===== src/rtl/cpu_pkg.sv =====
// Shared definitions for the ALU issue/writeback stage: widths, opcodes,
// FSM states and the instruction word layout.
package cpu_pkg;

   localparam int unsigned DATA_W  = 8;
   localparam int unsigned RA_W    = 2;
   localparam int unsigned NREG    = 1 << RA_W;
   localparam int unsigned OP_W    = 3;
   localparam int unsigned FLAG_W  = 4;
   localparam int unsigned INSTR_W = 8;

   // Bit positions of the instruction fields (mirrors instr_t below)
   localparam int unsigned OP_LSB = 5;
   localparam int unsigned FO_BIT = 4;
   localparam int unsigned RD_LSB = 2;
   localparam int unsigned RS_LSB = 0;

   localparam logic [OP_W-1:0] OP_0 = 3'd0;
   localparam logic [OP_W-1:0] OP_1 = 3'd1;
   localparam logic [OP_W-1:0] OP_2 = 3'd2;
   localparam logic [OP_W-1:0] OP_3 = 3'd3;
   localparam logic [OP_W-1:0] OP_4 = 3'd4;
   localparam logic [OP_W-1:0] OP_5 = 3'd5;
   localparam logic [OP_W-1:0] OP_6 = 3'd6;
   localparam logic [OP_W-1:0] OP_7 = 3'd7;

   typedef enum logic [1:0] {
      IDLE   = 2'd0,
      DECODE = 2'd1,
      EXEC   = 2'd2,
      WB     = 2'd3
   } state_e;

   typedef struct packed {
      logic [OP_W-1:0] op;
      logic            flag_only;
      logic [RA_W-1:0] rd;
      logic [RA_W-1:0] rs;
   } instr_t;

endpackage


===== src/rtl/alu_issue_ctrl_if.sv =====
// Instruction handshake and ALU operand/result bus of the issue stage.
interface alu_issue_ctrl_if import cpu_pkg::*; ();

   logic               instr_valid;
   logic [INSTR_W-1:0] instr;
   logic               instr_ready;
   logic [DATA_W-1:0]  alu_a;
   logic [DATA_W-1:0]  alu_b;
   logic [OP_W-1:0]    alu_op;
   logic [DATA_W-1:0]  alu_result;
   logic [FLAG_W-1:0]  alu_nzcv;

   modport master (
      output instr_valid, instr, alu_result, alu_nzcv,
      input  instr_ready, alu_a, alu_b, alu_op
   );

   modport slave (
      input  instr_valid, instr, alu_result, alu_nzcv,
      output instr_ready, alu_a, alu_b, alu_op
   );

endinterface


===== src/rtl/alu_regfile.sv =====
// 4-entry register file: two operand read ports, a debug read port and one
// write port muxed between writeback and host initialisation.
module alu_regfile import cpu_pkg::*; (
   input  logic              clk,
   input  logic              rst_n,
   input  logic              wb_we,
   input  logic [RA_W-1:0]   wb_addr,
   input  logic [DATA_W-1:0] wb_wdata,
   input  logic              host_we,
   input  logic [RA_W-1:0]   host_addr,
   input  logic [DATA_W-1:0] host_wdata,
   input  logic [RA_W-1:0]   ra_a,
   input  logic [RA_W-1:0]   ra_b,
   input  logic [RA_W-1:0]   dbg_addr,
   output logic [DATA_W-1:0] rd_a,
   output logic [DATA_W-1:0] rd_b,
   output logic [DATA_W-1:0] dbg_rdata
);

   logic [DATA_W-1:0] regs_q [NREG];
   logic [DATA_W-1:0] regs_d [NREG];

   // Writeback has priority; the FSM never asserts both in one cycle
   always_comb begin
      regs_d = regs_q;
      if (wb_we) begin
         regs_d[wb_addr] = wb_wdata;
      end else if (host_we) begin
         regs_d[host_addr] = host_wdata;
      end
   end

   always_ff @(posedge clk or negedge rst_n) begin
      if (!rst_n) begin
         for (int i = 0; i < int'(NREG); i++) begin
            regs_q[i] <= '0;
         end
      end else begin
         regs_q <= regs_d;
      end
   end

   assign rd_a      = regs_q[ra_a];
   assign rd_b      = regs_q[ra_b];
   assign dbg_rdata = regs_q[dbg_addr];

endmodule


===== src/rtl/alu_issue_ctrl.sv =====
// Issue/writeback controller around the 8-bit ALU: fixed four-cycle
// IDLE/DECODE/EXEC/WB schedule, one instruction in flight.
module alu_issue_ctrl import cpu_pkg::*; (
   input  logic              clk,
   input  logic              rst_n,
   alu_issue_ctrl_if.slave   io,
   input  logic              host_we,
   input  logic [RA_W-1:0]   host_addr,
   input  logic [DATA_W-1:0] host_wdata,
   input  logic [RA_W-1:0]   dbg_addr,
   output logic [DATA_W-1:0] dbg_rdata,
   output logic [FLAG_W-1:0] flags,
   output logic              done
);

   state_e            state_q, state_d;
   instr_t            instr_q, instr_d;
   logic [DATA_W-1:0] alu_a_q, alu_a_d;
   logic [DATA_W-1:0] alu_b_q, alu_b_d;
   logic [OP_W-1:0]   alu_op_q, alu_op_d;
   logic [DATA_W-1:0] res_q, res_d;
   logic [FLAG_W-1:0] nzcv_q, nzcv_d;
   logic [FLAG_W-1:0] flags_q, flags_d;
   logic              done_q, done_d;
   logic              wb_we_c;
   logic              host_we_c;
   logic [DATA_W-1:0] rd_a_c;
   logic [DATA_W-1:0] rd_b_c;

   alu_regfile u_regfile (
      .clk        (clk),
      .rst_n      (rst_n),
      .wb_we      (wb_we_c),
      .wb_addr    (instr_q.rd),
      .wb_wdata   (res_q),
      .host_we    (host_we_c),
      .host_addr  (host_addr),
      .host_wdata (host_wdata),
      .ra_a       (instr_q.rd),
      .ra_b       (instr_q.rs),
      .dbg_addr   (dbg_addr),
      .rd_a       (rd_a_c),
      .rd_b       (rd_b_c),
      .dbg_rdata  (dbg_rdata)
   );

   // Next-state and pipeline register updates
   always_comb begin
      state_d   = state_q;
      instr_d   = instr_q;
      alu_a_d   = alu_a_q;
      alu_b_d   = alu_b_q;
      alu_op_d  = alu_op_q;
      res_d     = res_q;
      nzcv_d    = nzcv_q;
      flags_d   = flags_q;
      done_d    = 1'b0;
      wb_we_c   = 1'b0;
      host_we_c = 1'b0;
      case (state_q)
         IDLE: begin
            host_we_c = host_we;
            if (io.instr_valid) begin
               instr_d = instr_t'(io.instr);
               state_d = DECODE;
            end
         end
         DECODE: begin
            alu_a_d  = rd_a_c;
            alu_b_d  = rd_b_c;
            alu_op_d = instr_q.op;
            state_d  = EXEC;
         end
         EXEC: begin
            res_d   = io.alu_result;
            nzcv_d  = io.alu_nzcv;
            done_d  = 1'b1;
            state_d = WB;
         end
         WB: begin
            flags_d = nzcv_q;
            wb_we_c = !instr_q.flag_only;
            state_d = IDLE;
         end
         default: state_d = IDLE;
      endcase
   end

   always_ff @(posedge clk or negedge rst_n) begin
      if (!rst_n) begin
         state_q  <= IDLE;
         instr_q  <= '0;
         alu_a_q  <= '0;
         alu_b_q  <= '0;
         alu_op_q <= '0;
         res_q    <= '0;
         nzcv_q   <= '0;
         flags_q  <= '0;
         done_q   <= 1'b0;
      end else begin
         state_q  <= state_d;
         instr_q  <= instr_d;
         alu_a_q  <= alu_a_d;
         alu_b_q  <= alu_b_d;
         alu_op_q <= alu_op_d;
         res_q    <= res_d;
         nzcv_q   <= nzcv_d;
         flags_q  <= flags_d;
         done_q   <= done_d;
      end
   end

   assign io.instr_ready = (state_q == IDLE);
   assign io.alu_a       = alu_a_q;
   assign io.alu_b       = alu_b_q;
   assign io.alu_op      = alu_op_q;
   assign flags          = flags_q;
   assign done           = done_q;

endmodule


===== src/flat_wrapper.sv =====
// flat-port wrapper written by rule: the top's interface ports become plain ports
module alu_issue_ctrl_flat import cpu_pkg::*;
  (clk, rst_n, host_we, host_addr, host_wdata, dbg_addr, dbg_rdata, flags, done, io_instr_valid, io_instr, io_alu_result, io_alu_nzcv, io_instr_ready, io_alu_a, io_alu_b, io_alu_op);
  alu_issue_ctrl_if io_i ();
  input  logic clk;
  input  logic rst_n;
  input  logic host_we;
  input  logic [RA_W-1:0] host_addr;
  input  logic [DATA_W-1:0] host_wdata;
  input  logic [RA_W-1:0] dbg_addr;
  output logic [DATA_W-1:0] dbg_rdata;
  output logic [FLAG_W-1:0] flags;
  output logic done;
  input wire logic [$bits(io_i.instr_valid)-1:0] io_instr_valid;
  input wire logic [$bits(io_i.instr)-1:0] io_instr;
  input wire logic [$bits(io_i.alu_result)-1:0] io_alu_result;
  input wire logic [$bits(io_i.alu_nzcv)-1:0] io_alu_nzcv;
  output wire logic [$bits(io_i.instr_ready)-1:0] io_instr_ready;
  output wire logic [$bits(io_i.alu_a)-1:0] io_alu_a;
  output wire logic [$bits(io_i.alu_b)-1:0] io_alu_b;
  output wire logic [$bits(io_i.alu_op)-1:0] io_alu_op;
  assign io_i.instr_valid = io_instr_valid;
  assign io_i.instr = io_instr;
  assign io_i.alu_result = io_alu_result;
  assign io_i.alu_nzcv = io_alu_nzcv;
  assign io_instr_ready = io_i.instr_ready;
  assign io_alu_a = io_i.alu_a;
  assign io_alu_b = io_i.alu_b;
  assign io_alu_op = io_i.alu_op;
  alu_issue_ctrl u_core (.clk(clk), .rst_n(rst_n), .io(io_i), .host_we(host_we), .host_addr(host_addr), .host_wdata(host_wdata), .dbg_addr(dbg_addr), .dbg_rdata(dbg_rdata), .flags(flags), .done(done));
endmodule

===== config.mk =====
export PLATFORM = sky130hd
export DESIGN_NAME = alu_issue_ctrl_flat
export DESIGN_NICKNAME = d
export VERILOG_FILES = /design/src/rtl/cpu_pkg.sv /design/src/rtl/alu_issue_ctrl_if.sv /design/src/rtl/alu_regfile.sv /design/src/rtl/alu_issue_ctrl.sv /design/src/flat_wrapper.sv
export SDC_FILE = /design/constraint.sdc
export NUM_CORES = 1
export LEC_CHECK = 0
export BUFFER_PORTS_ARGS = -buffer_cell sky130_fd_sc_hd__buf_4
export CAP_MARGIN = 10
export CELL_PAD_IN_SITES_DETAIL_PLACEMENT = 1
export CELL_PAD_IN_SITES_GLOBAL_PLACEMENT = 2
export CORE_ASPECT_RATIO = 1.5
export CORE_MARGIN = 1.5
export CORE_UTILIZATION = 41
export DETAILED_ROUTE_END_ITERATION = 10
export PLACE_DENSITY_LB_ADDON = 0.1
export RECOVER_POWER = 50
export SYNTH_ARGS = -nofsm -noshare
export SYNTH_HDL_FRONTEND = slang
export SYNTH_SLANG_ARGS = --single-unit

===== constraint.sdc =====
create_clock -name clk -period 4.26 [get_ports clk]
set_input_delay 0.852 -clock clk [delete_from_list [all_inputs] [get_ports clk]]
set_output_delay 0.852 -clock clk [all_outputs]
set_load 0.03 [all_outputs]

==> reports/summary.md, run 1 <==
The run finished, with violations left. The final reports fail on design-rule violations, max-capacitance violations, max-slew violations. From bottom edge to top edge, the die measures 126 um. During synthesis, Yosys emitted a total of 0 warnings. The fraction of synthesis flops using an asynchronous set or reset pin is 1.00. The synthesized design spends more area on one cell type than any other, namely sky130_fd_sc_hd__dfrtp_1. Global routing finished with a remaining overflow of 0. The worst register-to-register path ends at u_core.u_regfile.regs_q[1].

For the clock net sink count, the log shows 78. The tools report the destination of the critical timing path as dbg_rdata[4]. The tools report the number of violations reported at the end of detailed-routing iteration 0 as 180. The fraction of layout cells with a size suffix above 1 is 0.449. For this run, the post-layout net count is 408. Input and output buffers added on the ports amount to 68.

The tools report the fraction of the yosys area taken by sequential cells as 0.471. The run gives 999 as the number of inserted filler cells in the final layout. The synthesized design contains 78 register bits.

After layout, the worst setup slack is 1.65 ns. Counting instances in the post-synthesis netlist gives the leading cell types as sky130_fd_sc_hd__dfrtp_1 (78), sky130_fd_sc_hd__mux2_2 (44), sky130_fd_sc_hd__nand2_1 (35). The number of antenna violations at the first check in global routing came out at 0. Antenna diode instance count: 0. The tools report the via count of the first global-routing pass as 3122.

The flop-to-flop setup slack is 1.71 ns. Counting every net in the synthesized netlist gives 356. Using the TritonRoute via totals, the vias-per-cell ratio works out to 6.03. The netlist uses 36 different library cells. STA puts the critical path data required time at 3.41 ns. Setup violations remaining at the end of the flow were counted as 0. Derived from the worst setup path, the maximum achievable clock frequency is 382 MHz.

For this design the ratio of total power to cell area is 879 nW/um^2. TritonCTS built the clock tree. The worst setup path is captured at a primary output. The number of synthesized flops with an enable pin is 0, and the core region area is 9740 um^2. In the post-synthesis netlist, the biggest area contributors are sky130_fd_sc_hd__dfrtp_1 (47%), sky130_fd_sc_hd__mux4_2 (13%), sky130_fd_sc_hd__mux2_2 (12%), sky130_fd_sc_hd__nand2_1 (3.2%), sky130_fd_sc_hd__o211ai_1 (2.9%). The setup TNS is 0 ns, and the worst clock skew on the final layout is 0.00504 ns. The average instance in the mapped netlist occupies 13.2 um^2.

After detailed placement, the total cell area comes to 4650 um^2. Tracing the worst setup path back leads to its startpoint at dbg_addr[0]. The final design utilization was 0.517; the area added between synthesis and finish was 21.4%. The first detailed-routing pass took 7 iterations.

At the end of routability-driven placement, the weighted congestion stood at 0.810. For the I/O pin count, the log shows 69. Setup repair after global routing left no endpoint under its margin.

For the netlist area before placement, the log shows 4150 um^2. The class of the worst hold path is flop to flop. The total global routing track utilization was 0.208; the largest driver fanout on the critical path was 8. The tools report the floorplan die area as 10700 um^2.

The finished cells cover 5030 um^2. Clock input transition at the sequential cells of the worst setup and hold paths: 0.06 ns. The run gives 79 as the final number of max-transition violations. The number of cells upsized or downsized after cts was 0.

The tools report the clock root buffer master as sky130_fd_sc_hd__clkbuf_16. For the worst relative slew slack, the log shows -0.319. The tools report the maximum clock path buffer count as 2. The worst voltage drop across the vdd grid is 0.415 mV. In this run the critical register-to-register path is launched from u_core.state_q[1].

At the later pin of the worst-skew pair, clock insertion delay measures 0.34 ns. After floorplanning, the core was divided into 44 placement rows. The die span in x works out to 85.1 um.

Buffers added to address setup during post-CTS repair amount to 0. The hold buffer count at cts was 0; the transition at the pin with the smallest max-transition slack was 1.98 ns. Critical path class: primary input to primary output. In the final routed layout, each cell accounts on average for 21.5 um. For the number of failing hold endpoints at the final stage, the log shows 0. The most common cell in the synthesized netlist is sky130_fd_sc_hd__dfrtp_1. The detail route stage leaves a number of antenna-violating nets equal to 0. The logs give 1.63 ns for the worst setup slack before clock tree synthesis and 4 for the total DRC errors in the routed layout. The number of clock buffers added by TritonCTS is 9. The final wirelength was 10.5 mm; the instance count after placement with tap cells included was 471. The post-route fraction of the period consumed by the critical path was 0.614. The design draws 4.43 mW.

Once layout is complete, the cells apart from fillers number 487. The via count of the routed design was 2936. The tools report the first-pass GRT wire length as 17.1 mm. The starting density of the core came out at 0.426. The number of violations of the max-capacitance limit is 1. The synthesized instance count was 315. The maximum number of pins on one net before global-route repair was 79. Once detailed placement completed, the half-perimeter wirelength came to 7.63 mm. The final period demand of the worst path is 2.61 ns.

In the synthesized netlist the dominant register cell turns out to be sky130_fd_sc_hd__dfrtp_1. STA classifies the critical path startpoint as a primary input. In this run the static leakage power is 2.09 nW. The smallest hold slack was 0.505 ns. Counting cells, the worst reg-to-reg path comes to 4. At the worst endpoint, the arrival time is 1.76 ns. The run gives 3 as the H-tree depth.

The top-area cell type share of the netlist area works out to 0.471.
[kinds of logic after synthesis]
group | count (synthesis) | share of synthesized area
AOI/OAI and AO/OA | 43 | 0.0950
buffers and inverters | 29 | 0.0380
muxes | 68 | 0.250
and+or+nand+nor | 92 | 0.132
DFF | 78 | 0.471
adders and majority gates | 5 | 0.0151
[sequential cells by signal, indices dropped and copies added, names as in the netlist, 2 cells and up]
register / flops
u_core.flags: 4
u_core.instr_q: 8
u_core.io.alu_a: 8
u_core.io.alu_b: 8
u_core.io.alu_op: 3
u_core.nzcv_q: 4
u_core.res_q: 8
u_core.state_q: 2
u_core.u_regfile.regs_q: 32
[cell type report]
class	instances	area [um^2]	share of cell area
clock buffer	9	225	0.0447
clock inverter	7	160	0.0318
inverter	2	7.51	0.00149
multi-input combinational	208	2040	0.405
sequential	78	1950	0.388
tap	115	144	0.0286
timing repair buffer	68	508	0.101
[how the worst min path moves through the flow]
stage	startpoint	endpoint	slack [ns]	cells past startpoint
2_1_floorplan	u_core.instr_q[7]	u_core.io.alu_op[2]	0.47	1
3_3_place_gp	u_core.instr_q[5]	u_core.io.alu_op[0]	0.48	1
3_5_place_dp	u_core.nzcv_q[3]	u_core.nzcv_q[3]	0.49	1
4_1_cts	u_core.nzcv_q[3]	u_core.nzcv_q[3]	0.51	1
5_1_grt	u_core.io.alu_b[4]	u_core.io.alu_b[4]	0.52	1
6_report	u_core.io.alu_b[4]	u_core.io.alu_b[4]	0.50	1
[per-layer routing]
layer  wire length (um)  vias to the layer above  global-route usage  share of wire
met5                  0                        -                   0              0
met4                192                        0              0.0858          0.018
met3                402                       13              0.0315          0.038
met2               5500                       83               0.354           0.53
met1               4360                     1523               0.263           0.42
li1                   -                     1317                   -              -
[where the power goes]
| part | switching, mW | total, mW | internal, mW |
|---|---|---|---|
| Clock | 0.303 | 0.992 | 0.689 |
| Combinational | 0.875 | 1.87 | 0.998 |
| Sequential | 0.437 | 1.56 | 1.12 |
[cell usage in the layout, fill, tap and decap left out, types with 5 or more instances in the layout]
master | synthesis | layout
sky130_fd_sc_hd__mux2_2 | 44 | 44
sky130_fd_sc_hd__nor2b_1 | 10 | 10
sky130_fd_sc_hd__and2_2 | 8 | 8
sky130_fd_sc_hd__a2bb2oi_1 | 8 | 8
sky130_fd_sc_hd__clkbuf_16 | 0 | 9
sky130_fd_sc_hd__o211ai_1 | 16 | 16
sky130_fd_sc_hd__dfrtp_1 | 78 | 78
sky130_fd_sc_hd__bufinv_16 | 0 | 5
sky130_fd_sc_hd__nand4_1 | 16 | 16
sky130_fd_sc_hd__ha_1 | 5 | 5
sky130_fd_sc_hd__nand2_1 | 35 | 35
sky130_fd_sc_hd__nand3_1 | 8 | 8
sky130_fd_sc_hd__mux4_2 | 24 | 24
sky130_fd_sc_hd__a221o_1 | 8 | 8
sky130_fd_sc_hd__o32ai_1 | 8 | 8
sky130_fd_sc_hd__buf_4 | 1 | 67
[critical path: stages]
cell and delay, ns:
sky130_fd_sc_hd__buf_4 0.20, sky130_fd_sc_hd__mux4_2 0.53, sky130_fd_sc_hd__buf_4 0.18
No activity file was read; power rests on OpenSTA's default activity.
==> run 2, diff against run 1 <==
--- a/config.mk
+++ b/config.mk
@@ -5,13 +5,14 @@
 export SDC_FILE = /design/constraint.sdc
 export NUM_CORES = 1
 export LEC_CHECK = 0
+export ABC_AREA = 1
 export BUFFER_PORTS_ARGS = -buffer_cell sky130_fd_sc_hd__buf_4
 export CAP_MARGIN = 10
 export CELL_PAD_IN_SITES_DETAIL_PLACEMENT = 1
 export CELL_PAD_IN_SITES_GLOBAL_PLACEMENT = 2
 export CORE_ASPECT_RATIO = 1.5
 export CORE_MARGIN = 1.5
-export CORE_UTILIZATION = 41
+export CORE_UTILIZATION = 29
 export DETAILED_ROUTE_END_ITERATION = 10
 export PLACE_DENSITY_LB_ADDON = 0.1
 export RECOVER_POWER = 50
==> constraint.sdc (replaced) <==
create_clock -name clk -period 2.2 [get_ports clk]
set_input_delay 0.44 -clock clk [delete_from_list [all_inputs] [get_ports clk]]
set_output_delay 0.44 -clock clk [all_outputs]
set_load 0.03 [all_outputs]
==> run 2 against run 1 <==
  * The flow finishes with violations (max-capacitance violations, max-slew violations)
  * Critical path type is now flop to flop
  * Core utilization is 15 points lower
  * Synthesized cell count grew 110%
  * Routed wire length increased by 50%
  * Sequential cell count did not move
  * Global-route usage down 0.84 points
  * Non-clock buffer count rose by 15
  * Power is 82% higher
  * First-iteration DRC count decreased by 42%
  * Via count grew 53%
  * Sequential power is 72% higher
  * Cell area is 13% higher
==> reports/summary.md, run 2 <==
The run finished, with violations left. Failing checks: max-capacitance violations, max-slew violations (was design-rule violations, max-capacitance violations, max-slew violations). For the finished layout, the period the worst path requires is 1.79 ns.

Number of cells upsized or downsized after cts: 0 (unchanged). The class of the worst hold path was primary input to flop (was flop to flop). The critical path endpoint category is a flop (was a primary output). The tools report the number of buffers inserted during clock tree synthesis as 9 (unchanged).

The setup TNS was 0 ns (unchanged); the average detailed-routed wire length per instance was 16.7 um (was 21.5 um). The data required time of the critical path came out at 2.47 ns (was 3.41 ns). The register containing the most flip-flops in the final layout is u_core.u_regfile.regs_q (unchanged). The die span in x came out at 106 um (was 85.1 um). The overall die height is 157 um (was 126 um), and the fraction of the yosys area taken by sequential cells is 0.424 (was 0.471).

The antenna diode instance count was 0 (unchanged). The maximum clock frequency was 560 MHz. Commonest cells after routing, fill and taps aside: sky130_fd_sc_hd__nand2_1 (310), sky130_fd_sc_hd__nand3_1 (104), sky130_fd_sc_hd__buf_4 (80) (was sky130_fd_sc_hd__dfrtp_1 (78), sky130_fd_sc_hd__buf_4 (67), sky130_fd_sc_hd__mux2_2 (44)). For the total global routing overflow, the log shows 0 (unchanged). Maximum clock path buffer count: 2 (unchanged). The most frequent cell after synthesis was sky130_fd_sc_hd__nand2_1 (was sky130_fd_sc_hd__dfrtp_1). The synthesized instance count is 665 (was 315). Core region area: 15600 um^2 (was 9740 um^2). The number of violations of the max-capacitance limit is 1 (unchanged). TritonCTS built the clock tree.

The number of flip-flops in the largest register is 32 (unchanged). The logs give 69 (unchanged) for the I/O pin count and 2.06 ns (was 1.76 ns) for the worst endpoint data arrival time. The post-CTS setup buffer count was 0 (unchanged). The fraction of power spent switching nets came out at 0.466 (was 0.365). The tools report the total of warnings raised by yosys as 0 (unchanged).

The transition at the pin with the smallest max-transition slack came out at 1.81 ns (was 1.98 ns). Primary flip-flop cell chosen by synthesis mapping: sky130_fd_sc_hd__dfrtp_1 (unchanged). The run gives 0 (unchanged) as the count of final setup violators.

Leakage power figure: 3.11 nW (was 2.09 nW). The power density over cell area works out to 1420 nW/um^2 (was 879 nW/um^2). The cell type contributing the most total cell area after synthesis was sky130_fd_sc_hd__dfrtp_1 (unchanged). The average via count per standard cell is 4.77 (was 6.03). The number of nets with antenna violations after routing was 0 (unchanged); the clock latency on the worst-skew pair was 0.34 ns (about the same). Number of standard cells in the layout, taps in and fillers out: 941 (was 487).

Commonest cells in the netlist: sky130_fd_sc_hd__nand2_1 (310), sky130_fd_sc_hd__nand3_1 (104), sky130_fd_sc_hd__dfrtp_1 (78) (was sky130_fd_sc_hd__dfrtp_1 (78), sky130_fd_sc_hd__mux2_2 (44), sky130_fd_sc_hd__nand2_1 (35)). The run gives 3 (unchanged) as the H-tree depth. Leading cell types by total area after synthesis: sky130_fd_sc_hd__dfrtp_1 (42%), sky130_fd_sc_hd__nand2_1 (25%), sky130_fd_sc_hd__nand3_1 (11%), sky130_fd_sc_hd__inv_1 (4.0%), sky130_fd_sc_hd__o21ai_0 (2.9%) (was sky130_fd_sc_hd__dfrtp_1 (47%), sky130_fd_sc_hd__mux4_2 (13%), sky130_fd_sc_hd__mux2_2 (12%), sky130_fd_sc_hd__nand2_1 (3.2%), sky130_fd_sc_hd__o211ai_1 (2.9%)). The run gives -0.208 (was -0.319) as the worst relative slew slack. For the internal power, the log shows 4.31 mW (was 2.81 mW). The area added between synthesis and finish was 23.3% (was 21.4%). For the number of violations reported at the end of detailed-routing iteration 0, the log shows 105 (was 180). Setup repair after global routing left no endpoint under its margin. The count of port buffers added during placement was 68 (unchanged). The tools report the switching power summed over all nets as 3.76 mW (was 1.62 mW). The instance count after placement with tap cells included came out at 926 (was 471). The largest driver fanout on the critical path was 20 (was 8). The total global routing track utilization is 0.200 (was 0.208).

The starting density of the core was 0.296 (was 0.426). The critical path class was flop to flop (was primary input to primary output). Clock root buffer master: sky130_fd_sc_hd__clkbuf_16 (unchanged). The number of failing hold endpoints at the final stage was 0 (unchanged). The via count of the routed design is 4493 (was 2936), and the first-pass GRT wire length is 25.7 mm (was 17.1 mm). The total DRC errors in the routed layout is 0 (was 4), and the clock network fraction of design power is 0.198 (was 0.224). The run gives 0 (unchanged) as the number of antenna violations at the first check in global routing.

The most frequent standard cell in the layout excluding fill and tap cells is sky130_fd_sc_hd__nand2_1 (was sky130_fd_sc_hd__dfrtp_1). The number of nets in the finished design was 775 (was 408); the top-area cell type share of the netlist area was 0.424 (was 0.471). The maximum number of pins on one net before global-route repair came out at 33 (was 79). The fraction of layout cells with a size suffix above 1 is 0.169 (was 0.449), and the post-synthesis net count is 706 (was 356). HPWL after detailed placement: 12.2 mm (was 7.63 mm). The fraction of synthesis flops using an asynchronous set or reset pin works out to 1.00 (unchanged). The post-synthesis sequential element count was 78 (unchanged); the final number of max-transition violations was 27 (was 79).

The tools report the clock net sink count as 78 (unchanged). The run gives 0.470 (was 0.423) as the combinational share of power. The final wirelength was 15.7 mm (was 10.5 mm). The critical path startpoint category is a flop (was a primary input).

The worst clock skew on the final layout is 0.00421 ns (was 0.00504 ns). The hold buffer count at cts is 0 (unchanged). Netlist area before placement: 4600 um^2 (was 4150 um^2). The post-synthesis cell type count was 24 (was 36); the via count of the first global-routing pass was 4825 (was 3122).

The clock input transition at the sequential cells of the worst setup and hold paths was 0.06 ns (about the same); the final RePlAce weighted congestion was 0.804 (was 0.810). The post-route fraction of the period consumed by the critical path was 0.812; the detailed-routing iteration count for the pre-antenna-repair pass was 4 (was 7). The average cell area after synthesis was 6.92 um^2 (was 13.2 um^2).

The run gives 56 (was 44) as the site row count. The number of synthesized flops with an enable pin came out at 0 (unchanged). The logs give 0.332 (was 0.353) for the sequential share of power and 0.472 mV (was 0.415 mV) for the worst voltage drop across the vdd grid. The tools report the floorplan die area as 16600 um^2 (was 10700 um^2).
-- run 2: metal layers --
layer / global-route usage / routed length (um) / vias up / share of wire
met1: 0.229 / 6610 / 2174 / 0.42
met2: 0.379 / 8400 / 63 / 0.53
li1: - / - / 2243 / -
met4: 0.0676 / 323 / 0 / 0.021
met3: 0.0248 / 388 / 13 / 0.025
met5: 0 / 0 / - / 0
-- run 2: cell type report --
type	instances	area, um^2
tap	203	254
clock inverter	6	87.6
fill	1980	9880
sequential	78	1950
inverter	58	220
clock buffer	9	225
timing repair buffer	83	628
multi-input combinational	504	2310
-- run 2: metrics by stage --
| stage | instance area (um^2) | total power, mW | hold slack [ns] | utilization | setup slack [ns] |
|---|---|---|---|---|---|
| finish | 5670 | 8.07 | 0.306 | 0.365 | 0.414 |
| global route | 5670 | 8.73 | 0.311 | 0.365 | 0.163 |
| CTS | 5680 | 8.22 | 0.0467 | 0.365 | 0.453 |
| detailed placement | 5370 | 6.56 | 0.410 | 0.345 | 0.487 |
| global placement | 5370 | 6.45 | 0.404 | 0.345 | 0.544 |
| floorplan | 4600 | 5.12 | 0.144 | - | 0.475 |
-- run 2: logic make-up (layout without fill, tap and decap cells) --
logic type	count (synthesis)	count (layout)	synth area share
buf+inv	83	156	0.0745
flops	78	78	0.424
mux	3	3	0.00734
compound gates	48	48	0.0566
fa+ha+maj	5	5	0.0136
simple gates	448	448	0.424
-- run 2: power by group through the flow --
stage | logic, mW | registers [mW] | clock network [mW]
6_report | 3.80 | 2.68 | 1.60
5_1_grt | 4.27 | 2.76 | 1.70
4_1_cts | 3.89 | 2.68 | 1.65
2_1_floorplan | 2.26 | 2.87 | 0
3_3_place_gp | 3.77 | 2.68 | 0
3_5_place_dp | 3.86 | 2.70 | 0
-- run 2: final timing paths --
check / startpoint / endpoint / slack (ns) / cells past startpoint
max: u_core.state_q[1] / u_core.u_regfile.regs_q[20] / 0.41 / 8
min: io_alu_result[1] / u_core.res_q[1] / 0.31 / 3
max reg2reg: u_core.state_q[1] / u_core.u_regfile.regs_q[20] / 0.41 / 8
min reg2reg: u_core.instr_q[6] / u_core.io.alu_op[1] / 0.48 / 2
max in group asynchronous: rst_n / u_core.io.alu_a[7] / 0.49 / 2
min in group asynchronous: rst_n / u_core.io.alu_b[5] / 0.58 / 1
-- run 2: critical path, stage by stage, from the launching register on --
cell and delay, ns:
sky130_fd_sc_hd__dfrtp_1 0.38, sky130_fd_sc_hd__ha_1 0.20, sky130_fd_sc_hd__inv_1 0.19, sky130_fd_sc_hd__nor2_8 0.31, sky130_fd_sc_hd__buf_4 0.30, sky130_fd_sc_hd__nand3_1 0.10, sky130_fd_sc_hd__nand2_1 0.11, sky130_fd_sc_hd__nand2_1 0.06
sky130_fd_sc_hd__nand2_1 0.06
